## src/rtl/rom_fetch_unit_pkg.sv

```systemverilog
// Shared accelerator package: fetch FSM state type, beat-count helper and
// the default widths shared with the decoder and memory blocks.
package accel_pkg;

   localparam int unsigned DEF_ROM_ADDR_W = 8;
   localparam int unsigned DEF_ROM_DATA_W = 8;
   localparam int unsigned DEF_INSTR_W    = 16;
   localparam int unsigned DEF_FIFO_DEPTH = 4;

   typedef enum logic [1:0] {
      IDLE  = 2'd0,
      FETCH = 2'd1,
      PUSH  = 2'd2,
      DRAIN = 2'd3
   } fetch_state_e;

   function automatic int unsigned beats(input int unsigned instr_w,
                                         input int unsigned data_w);
      return instr_w / data_w;
   endfunction

endpackage

```

## src/rtl/rom_fetch_unit_if.sv

```systemverilog
// Bus bundle between the fetch unit, the program ROM and the decoder.
// stall_cycles exists only when FETCH_STALL_CNT_EN is defined.
interface rom_fetch_unit_if
   import accel_pkg::*;
#(
   parameter int unsigned ROM_ADDR_W = DEF_ROM_ADDR_W,
   parameter int unsigned ROM_DATA_W = DEF_ROM_DATA_W,
   parameter int unsigned INSTR_W    = DEF_INSTR_W,
   parameter int unsigned FIFO_DEPTH = DEF_FIFO_DEPTH
);
   localparam int unsigned LVL_W = $clog2(FIFO_DEPTH) + 1;

   logic                  go;
   logic [ROM_ADDR_W-1:0] start_addr;
   logic [ROM_ADDR_W-1:0] end_addr;
   logic [ROM_ADDR_W-1:0] rom_address;
   logic [ROM_DATA_W-1:0] data_from_rom;
   logic                  start_for_decoder;
   logic [INSTR_W-1:0]    data_for_decoder;
   logic                  ready_from_decoder;
   logic                  busy;
   logic                  done;
   logic [LVL_W-1:0]      fifo_level;
`ifdef FETCH_STALL_CNT_EN
   logic [15:0]           stall_cycles;
`endif

   // master: controller/ROM/decoder side; slave: the fetch unit
   modport master (
      output go, start_addr, end_addr, data_from_rom, ready_from_decoder,
      input  rom_address, start_for_decoder, data_for_decoder, busy, done,
`ifdef FETCH_STALL_CNT_EN
      input  stall_cycles,
`endif
      input  fifo_level
   );

   modport slave (
      input  go, start_addr, end_addr, data_from_rom, ready_from_decoder,
      output rom_address, start_for_decoder, data_for_decoder, busy, done,
`ifdef FETCH_STALL_CNT_EN
      output stall_cycles,
`endif
      output fifo_level
   );

endinterface

```

## src/rtl/rom_fetch_unit_fifo.sv

```systemverilog
// fetch_fifo: synchronous FIFO with occupancy count; head output reads 0
// while empty so the decoder bus is quiet after reset.
module fetch_fifo #(
   parameter int unsigned WIDTH = 16,
   parameter int unsigned DEPTH = 4
) (
   input  logic                       clk,
   input  logic                       reset,
   input  logic                       i_push,
   input  logic [WIDTH-1:0]           i_din,
   input  logic                       i_pop,
   output logic [WIDTH-1:0]           o_dout,
   output logic                       o_full,
   output logic                       o_empty,
   output logic [$clog2(DEPTH):0]     o_level
);
   localparam int unsigned AW = $clog2(DEPTH);
   localparam int unsigned LW = AW + 1;

   logic [WIDTH-1:0] r_mem [DEPTH];
   logic [AW-1:0]    r_wr;
   logic [AW-1:0]    r_rd;
   logic [LW-1:0]    r_level;
   logic             w_push;
   logic             w_pop;

   assign o_full  = (r_level == LW'(DEPTH));
   assign o_empty = (r_level == '0);
   assign w_pop   = i_pop && !o_empty;
   assign w_push  = i_push && (!o_full || w_pop);
   assign o_dout  = o_empty ? '0 : r_mem[r_rd];
   assign o_level = r_level;

   always_ff @(posedge clk) begin
      if (w_push) r_mem[r_wr] <= i_din;
   end

   always_ff @(posedge clk or posedge reset) begin
      if (reset) begin
         r_wr    <= '0;
         r_rd    <= '0;
         r_level <= '0;
      end else begin
         if (w_push) r_wr <= r_wr + 1'b1;
         if (w_pop)  r_rd <= r_rd + 1'b1;
         if (w_push && !w_pop)      r_level <= r_level + 1'b1;
         else if (w_pop && !w_push) r_level <= r_level - 1'b1;
      end
   end

endmodule

```

## src/rtl/rom_fetch_unit.sv

```systemverilog
// ROM-to-decoder fetch unit: packs ROM words into instructions and queues
// them for the decoder. Optional FETCH_STALL_CNT_EN adds stall_cycles.
module rom_fetch_unit
   import accel_pkg::*;
#(
   parameter int unsigned ROM_ADDR_W = DEF_ROM_ADDR_W,
   parameter int unsigned ROM_DATA_W = DEF_ROM_DATA_W,
   parameter int unsigned INSTR_W    = DEF_INSTR_W,
   parameter int unsigned FIFO_DEPTH = DEF_FIFO_DEPTH
) (
   input  logic           clk,
   input  logic           reset,
   rom_fetch_unit_if.slave bus
);
   localparam int unsigned BEATS     = beats(INSTR_W, ROM_DATA_W);
   localparam logic [2:0]  LAST_BEAT = 3'(BEATS - 1);

   fetch_state_e          r_state;
   fetch_state_e          w_state_nxt;
   logic [ROM_ADDR_W-1:0] r_addr;
   logic [ROM_ADDR_W-1:0] r_end;
   logic [2:0]            r_beat;
   logic [INSTR_W-1:0]    r_word;
   logic [INSTR_W-1:0]    w_word_nxt;
   logic                  r_last;
   logic                  w_at_end;
   logic                  w_final;
   logic                  w_push;
   logic                  w_done;
   logic                  w_full;
   logic                  w_empty;

   assign w_at_end = (r_addr == r_end);
   assign w_final  = (r_beat == LAST_BEAT);

   // Beat 0 starts from zero so an early end leaves upper beats zero-filled.
   always_comb begin
      w_word_nxt = (r_beat == 3'd0) ? '0 : r_word;
      for (int unsigned b = 0; b < BEATS; b++) begin
         if (r_beat == 3'(b)) w_word_nxt[b*ROM_DATA_W +: ROM_DATA_W] = bus.data_from_rom;
      end
   end

   always_comb begin
      w_state_nxt = r_state;
      w_push      = 1'b0;
      w_done      = 1'b0;
      case (r_state)
         IDLE:  if (bus.go) w_state_nxt = FETCH;
         FETCH: if (w_final || w_at_end) w_state_nxt = PUSH;
         PUSH: begin
            if (!w_full) begin
               w_push      = 1'b1;
               w_state_nxt = r_last ? DRAIN : FETCH;
            end
         end
         DRAIN: begin
            if (w_empty) begin
               w_done      = 1'b1;
               w_state_nxt = IDLE;
            end
         end
         default: w_state_nxt = IDLE;
      endcase
   end

   always_ff @(posedge clk or posedge reset) begin
      if (reset) begin
         r_state <= IDLE;
         r_addr  <= '0;
         r_end   <= '0;
         r_beat  <= '0;
         r_word  <= '0;
         r_last  <= 1'b0;
      end else begin
         r_state <= w_state_nxt;
         case (r_state)
            IDLE: begin
               if (bus.go) begin
                  r_addr <= bus.start_addr;
                  r_end  <= bus.end_addr;
                  r_beat <= '0;
                  r_last <= 1'b0;
               end
            end
            FETCH: begin
               r_word <= w_word_nxt;
               r_addr <= r_addr + 1'b1;
               r_last <= w_at_end;
               r_beat <= (w_final || w_at_end) ? 3'd0 : r_beat + 3'd1;
            end
            default: ;
         endcase
      end
   end

   fetch_fifo #(
      .WIDTH (INSTR_W),
      .DEPTH (FIFO_DEPTH)
   ) u_fifo (
      .clk     (clk),
      .reset   (reset),
      .i_push  (w_push),
      .i_din   (r_word),
      .i_pop   (bus.ready_from_decoder),
      .o_dout  (bus.data_for_decoder),
      .o_full  (w_full),
      .o_empty (w_empty),
      .o_level (bus.fifo_level)
   );

   assign bus.rom_address       = r_addr;
   assign bus.start_for_decoder = !w_empty;
   assign bus.busy              = (r_state != IDLE);
   assign bus.done              = w_done;

`ifdef FETCH_STALL_CNT_EN
   logic [15:0] r_stall_cycles;

   always_ff @(posedge clk or posedge reset) begin
      if (reset) begin
         r_stall_cycles <= '0;
      end else if (r_state == IDLE && bus.go) begin
         r_stall_cycles <= '0;
      end else if (r_state == PUSH && w_full && r_stall_cycles != '1) begin
         r_stall_cycles <= r_stall_cycles + 16'd1;
      end
   end

   assign bus.stall_cycles = r_stall_cycles;
`endif

endmodule

```

## src/flat_wrapper.sv

```systemverilog
// flat-port wrapper written by rule: the top's interface ports become plain ports
module rom_fetch_unit_flat import accel_pkg::*;
#(
   parameter int unsigned ROM_ADDR_W = DEF_ROM_ADDR_W,
   parameter int unsigned ROM_DATA_W = DEF_ROM_DATA_W,
   parameter int unsigned INSTR_W    = DEF_INSTR_W,
   parameter int unsigned FIFO_DEPTH = DEF_FIFO_DEPTH
)
  (clk, reset, bus_go, bus_start_addr, bus_end_addr, bus_data_from_rom, bus_ready_from_decoder, bus_rom_address, bus_start_for_decoder, bus_data_for_decoder, bus_busy, bus_done, bus_fifo_level);
  rom_fetch_unit_if #(.ROM_ADDR_W(ROM_ADDR_W), .ROM_DATA_W(ROM_DATA_W), .INSTR_W(INSTR_W), .FIFO_DEPTH(FIFO_DEPTH)) bus_i ();
  input  logic clk;
  input  logic reset;
  input wire logic [$bits(bus_i.go)-1:0] bus_go;
  input wire logic [$bits(bus_i.start_addr)-1:0] bus_start_addr;
  input wire logic [$bits(bus_i.end_addr)-1:0] bus_end_addr;
  input wire logic [$bits(bus_i.data_from_rom)-1:0] bus_data_from_rom;
  input wire logic [$bits(bus_i.ready_from_decoder)-1:0] bus_ready_from_decoder;
  output wire logic [$bits(bus_i.rom_address)-1:0] bus_rom_address;
  output wire logic [$bits(bus_i.start_for_decoder)-1:0] bus_start_for_decoder;
  output wire logic [$bits(bus_i.data_for_decoder)-1:0] bus_data_for_decoder;
  output wire logic [$bits(bus_i.busy)-1:0] bus_busy;
  output wire logic [$bits(bus_i.done)-1:0] bus_done;
  output wire logic [$bits(bus_i.fifo_level)-1:0] bus_fifo_level;
  assign bus_i.go = bus_go;
  assign bus_i.start_addr = bus_start_addr;
  assign bus_i.end_addr = bus_end_addr;
  assign bus_i.data_from_rom = bus_data_from_rom;
  assign bus_i.ready_from_decoder = bus_ready_from_decoder;
  assign bus_rom_address = bus_i.rom_address;
  assign bus_start_for_decoder = bus_i.start_for_decoder;
  assign bus_data_for_decoder = bus_i.data_for_decoder;
  assign bus_busy = bus_i.busy;
  assign bus_done = bus_i.done;
  assign bus_fifo_level = bus_i.fifo_level;
  rom_fetch_unit #(.ROM_ADDR_W(ROM_ADDR_W), .ROM_DATA_W(ROM_DATA_W), .INSTR_W(INSTR_W), .FIFO_DEPTH(FIFO_DEPTH)) u_core (.clk(clk), .reset(reset), .bus(bus_i));
endmodule
```

## config.mk

```make
export PLATFORM = sky130hd
export DESIGN_NAME = rom_fetch_unit_flat
export DESIGN_NICKNAME = d
export VERILOG_FILES = /design/src/rtl/rom_fetch_unit_pkg.sv /design/src/rtl/rom_fetch_unit_if.sv /design/src/rtl/rom_fetch_unit_fifo.sv /design/src/rtl/rom_fetch_unit.sv /design/src/flat_wrapper.sv
export SDC_FILE = /design/constraint.sdc
export NUM_CORES = 1
export LEC_CHECK = 0
export CAP_MARGIN = 20
export CORE_MARGIN = 1
export CORE_UTILIZATION = 30
export DETAILED_ROUTE_END_ITERATION = 12
export PLACE_DENSITY = 0.53
export SETUP_SLACK_MARGIN = 0.5
export SYNTH_ARGS = -nofsm -noshare
export SYNTH_HDL_FRONTEND = slang
export SYNTH_HIERARCHICAL = 1
export SYNTH_SLANG_ARGS = --single-unit
```

## constraint.sdc

```tcl
create_clock -name clk -period 4.6 [get_ports clk]
set_input_delay 0.46 -clock clk [delete_from_list [all_inputs] [get_ports clk]]
set_output_delay 0.46 -clock clk [all_outputs]
set_load 0.01 [all_outputs]
```

==> results.sh <==
export IMPL_status="completed"
export IMPL_cts_post_setup_buffers_inserted=0
export IMPL_clock_skew_ns=0.0154
export IMPL_p_int_mw=2.59
export IMPL_viasPerCell=4.47
export IMPL_first_pass_iters=4
export IMPL_switching_share=0.335
export IMPL_slew_viol_final=0
export IMPL_synth_fp_nets=365
export IMPL_clk_insertion_delay_late_ns=0.35
export IMPL_tightest_slew_ns=0.938
export IMPL_ys_warn_count=6
export IMPL_end_kind="primary output"
export IMPL_die_h_microns=129
export IMPL_required_ns=4.14
export IMPL_drtAntennaViolNets=0
export IMPL_cts_path_max_buffers=2
export IMPL_fin_total_pwr_mw=3.89
export IMPL_finalCriticalPeriod_ns=3.00
export IMPL_ys_seq_area_frac=0.633
export IMPL_cts_buffers=9
export IMPL_netlist_instances=327
export IMPL_clock_fmax_mhz=334
export IMPL_finalSetupTns_ns=0
export IMPL_period_share=0.651
export IMPL_synth_ff_type="edfxtp_1"
export IMPL_antenna_found_initial=0
export IMPL_crit_end="bus_data_for_decoder[0]"
export IMPL_busiest_layer="met2"
export IMPL_met1_usage=0.165
export IMPL_core_area_sq_mm=0.0154
export IMPL_critPathLaunch="u_core/u_fifo/o_level[0]$_DFFE_PP0P_"
export IMPL_grt_max_degree=39
export IMPL_synth_area_leaders="edfxtp_1 (40%), dfrtp_1 (23%), mux4_1 (4.4%)"
export IMPL_cts_num_sinks=109
export IMPL_rr_worst_depth=8
export IMPL_postPlaceCellArea_sq_mm=0.00558
export IMPL_cp_max_fo=13
export IMPL_syn_area_sq_mm=0.00482
export IMPL_p_sw_mw=1.30
export IMPL_final_area_sq_mm=0.00592
export IMPL_dp_hpwl_microns=6290
export IMPL_r2r_slack_ns=2.12
export IMPL_timing_rr_end="u_core/u_fifo/o_level[2]$_DFFE_PP0P_"
export IMPL_htreeDepth=3
export IMPL_maxCapViolCount=0
export IMPL_p_per_area_mw_per_mm2=657
export IMPL_tritoncts="built"
export IMPL_clockPowerShare=0.208
export IMPL_yosys_area_top_type_share=0.399
export IMPL_vdd_drop_max_mv=0.249
export IMPL_final_cell_mix="edfxtp_1 (64), clkdlybuf4s50_1 (57), nand2_1 (50)"
export IMPL_grt_usage=0.126
export IMPL_r2r_start="u_core/u_fifo/o_level[0]$_DFFE_PP0P_"
export IMPL_ctsHoldBuffers=0
export IMPL_layout_nets=423
export IMPL_rsz0062_at_grt="no"
export IMPL_seq_area_sq_mm=0.00305
export IMPL_worstPathArrival_ns=2.54
export IMPL_p_comb_frac=0.367
export IMPL_critPathKind="reg2out"
export IMPL_synth_edff_count=64
export IMPL_hold_class="in2async"
export IMPL_ys_types=54
export IMPL_final_common_cell="edfxtp_1"
export IMPL_async_flop_share=0.413
export IMPL_postSynthAreaPerCell_sq_um=14.7
export IMPL_post_route_util=0.384
export IMPL_vias=2689
export IMPL_grt_util_met3=0.0312
export IMPL_globalRouteOverflowTotal=0
export IMPL_die_area_sq_mm=0.0166
export IMPL_routed_wl_microns=9530
export IMPL_die_w_microns=129
export IMPL_clkTransAtPathRegs_ns=0.08
export IMPL_slew_headroom=0.375
export IMPL_cts_resized=0
export IMPL_portBuffers=57
export IMPL_start_kind="flip-flop"
export IMPL_pin_count=58
export IMPL_flow_area_growth_from_synthesis_pct=22.9
export IMPL_pwr_share_seq=0.425
export IMPL_grt_use_met2=0.207
export IMPL_grt_pass1_vias=2823
export IMPL_setup_viol_count_final=0
export IMPL_drt_initial_drc_count=140
export IMPL_multiInputGateArea_sq_mm=0.00163
export IMPL_drive_gt1_frac=0.141
export IMPL_grt_pass1_wl_microns=15600
export IMPL_yosys_register_bits=109
export IMPL_wl_per_cell_microns=15.9
export IMPL_hold_viol=0
export IMPL_cts_root_buf="clkbuf_16"
export IMPL_place_gp_congestion=0.779
export IMPL_initial_core_util=0.312
export IMPL_fill_cells=1463
export IMPL_antenna_cells=0
export IMPL_yosys_area_top_type="edfxtp_1"
export IMPL_p_leak_nw=2.26
export IMPL_drc=0
export IMPL_fp_row_count=45
-- flip-flops by register name, indices dropped and copies added (netlist names) --
| signal | cells |
|---|---|
| u_core/bus.rom_address | 8 |
| u_core/r_beat | 3 |
| u_core/r_end | 8 |
| u_core/r_last | 1 |
| u_core/r_state | 2 |
| u_core/r_word | 16 |
| u_core/u_fifo/o_level | 3 |
| u_core/u_fifo/r_mem | 64 |
| u_core/u_fifo/r_rd | 2 |
| u_core/u_fifo/r_wr | 2 |
-- kinds of logic (layout without fill, tap and decap cells) --
kind of cell               after synthesis  after routing  share of synthesized area
DFF                                    109            109                      0.633
and+or+nand+nor                        109            109                      0.131
AOI/OAI and AO/OA                       33             33                     0.0470
muxes                                   27             27                      0.106
buffers and inverters                   25             88                     0.0293
xor gates and xnor gates                14             14                     0.0255
adders and majority gates               10             10                     0.0275
-- layer usage --
metal,part of all wire,vias up
met1,0.47,1316
met5,0,-
met3,0.043,8
met4,0.0097,0
met2,0.48,64
li1,-,1301
-- stage by stage --
stage / hold slack [ns] / cells / worst slack, ns
detailed placement: 0.490 / 584 / 1.70
CTS: 0.420 / 600 / 1.32
finish: 0.401 / 601 / 1.60
global placement: 0.486 / 584 / 1.74
global route: 0.429 / 601 / 1.46
floorplan: 0.263 / 327 / 2.41
-- worst min-delay path by stage --
stage                                start                              endpoint  slack [ns]  cells past startpoint
6_report                             reset  u_core/u_fifo/o_level[1]$_DFFE_PP0P_        0.40                      2
5_1_grt                              reset  u_core/u_fifo/o_level[1]$_DFFE_PP0P_        0.43                      2
4_1_cts                              reset  u_core/u_fifo/o_level[1]$_DFFE_PP0P_        0.42                      2
3_5_place_dp     u_core/r_last$_DFFE_PP0P_             u_core/r_last$_DFFE_PP0P_        0.49                      2
3_3_place_gp   u_core/r_end[4]$_DFFE_PP0P_           u_core/r_end[4]$_DFFE_PP0P_        0.49                      2
2_1_floorplan                        reset  u_core/u_fifo/o_level[0]$_DFFE_PP0P_        0.26                      1
-- Yosys cell counts (all sizes together), types with 9 or more instances --
cell,n
mux4,16
nor2,14
buf,13
mux2,10
edfxtp,64
xor2,11
nand2,50
dfrtp,45
inv,11
ha,9
o21ai,12
nor2b,16
-- power groups by stage --
stage | logic [mW] | registers (mW) | clock network [mW]
floorplan | 1.01 | 1.55 | 0
global placement | 1.36 | 1.70 | 0
detailed placement | 1.38 | 1.72 | 0
CTS | 1.39 | 1.70 | 0.832
global route | 1.58 | 1.70 | 0.870
finish | 1.43 | 1.65 | 0.810
-- worst max-delay path: stages, from the launching register on --
cell             delay (ns)
dfrtp_1                0.48
nor3_4                 0.62
buf_4                  0.39
and2b_1                0.22
clkdlybuf4s50_1        0.46
-- area by class of cell --
class | count | area share
well taps | 211 | 0.0446
clock inverters | 7 | 0.0146
inverters | 11 | 0.00698
multi-input cells | 193 | 0.276
clock buffers | 9 | 0.0380
repair buffers | 61 | 0.105
flip-flops and latches | 109 | 0.515
(Power assumes the default switching activity.)
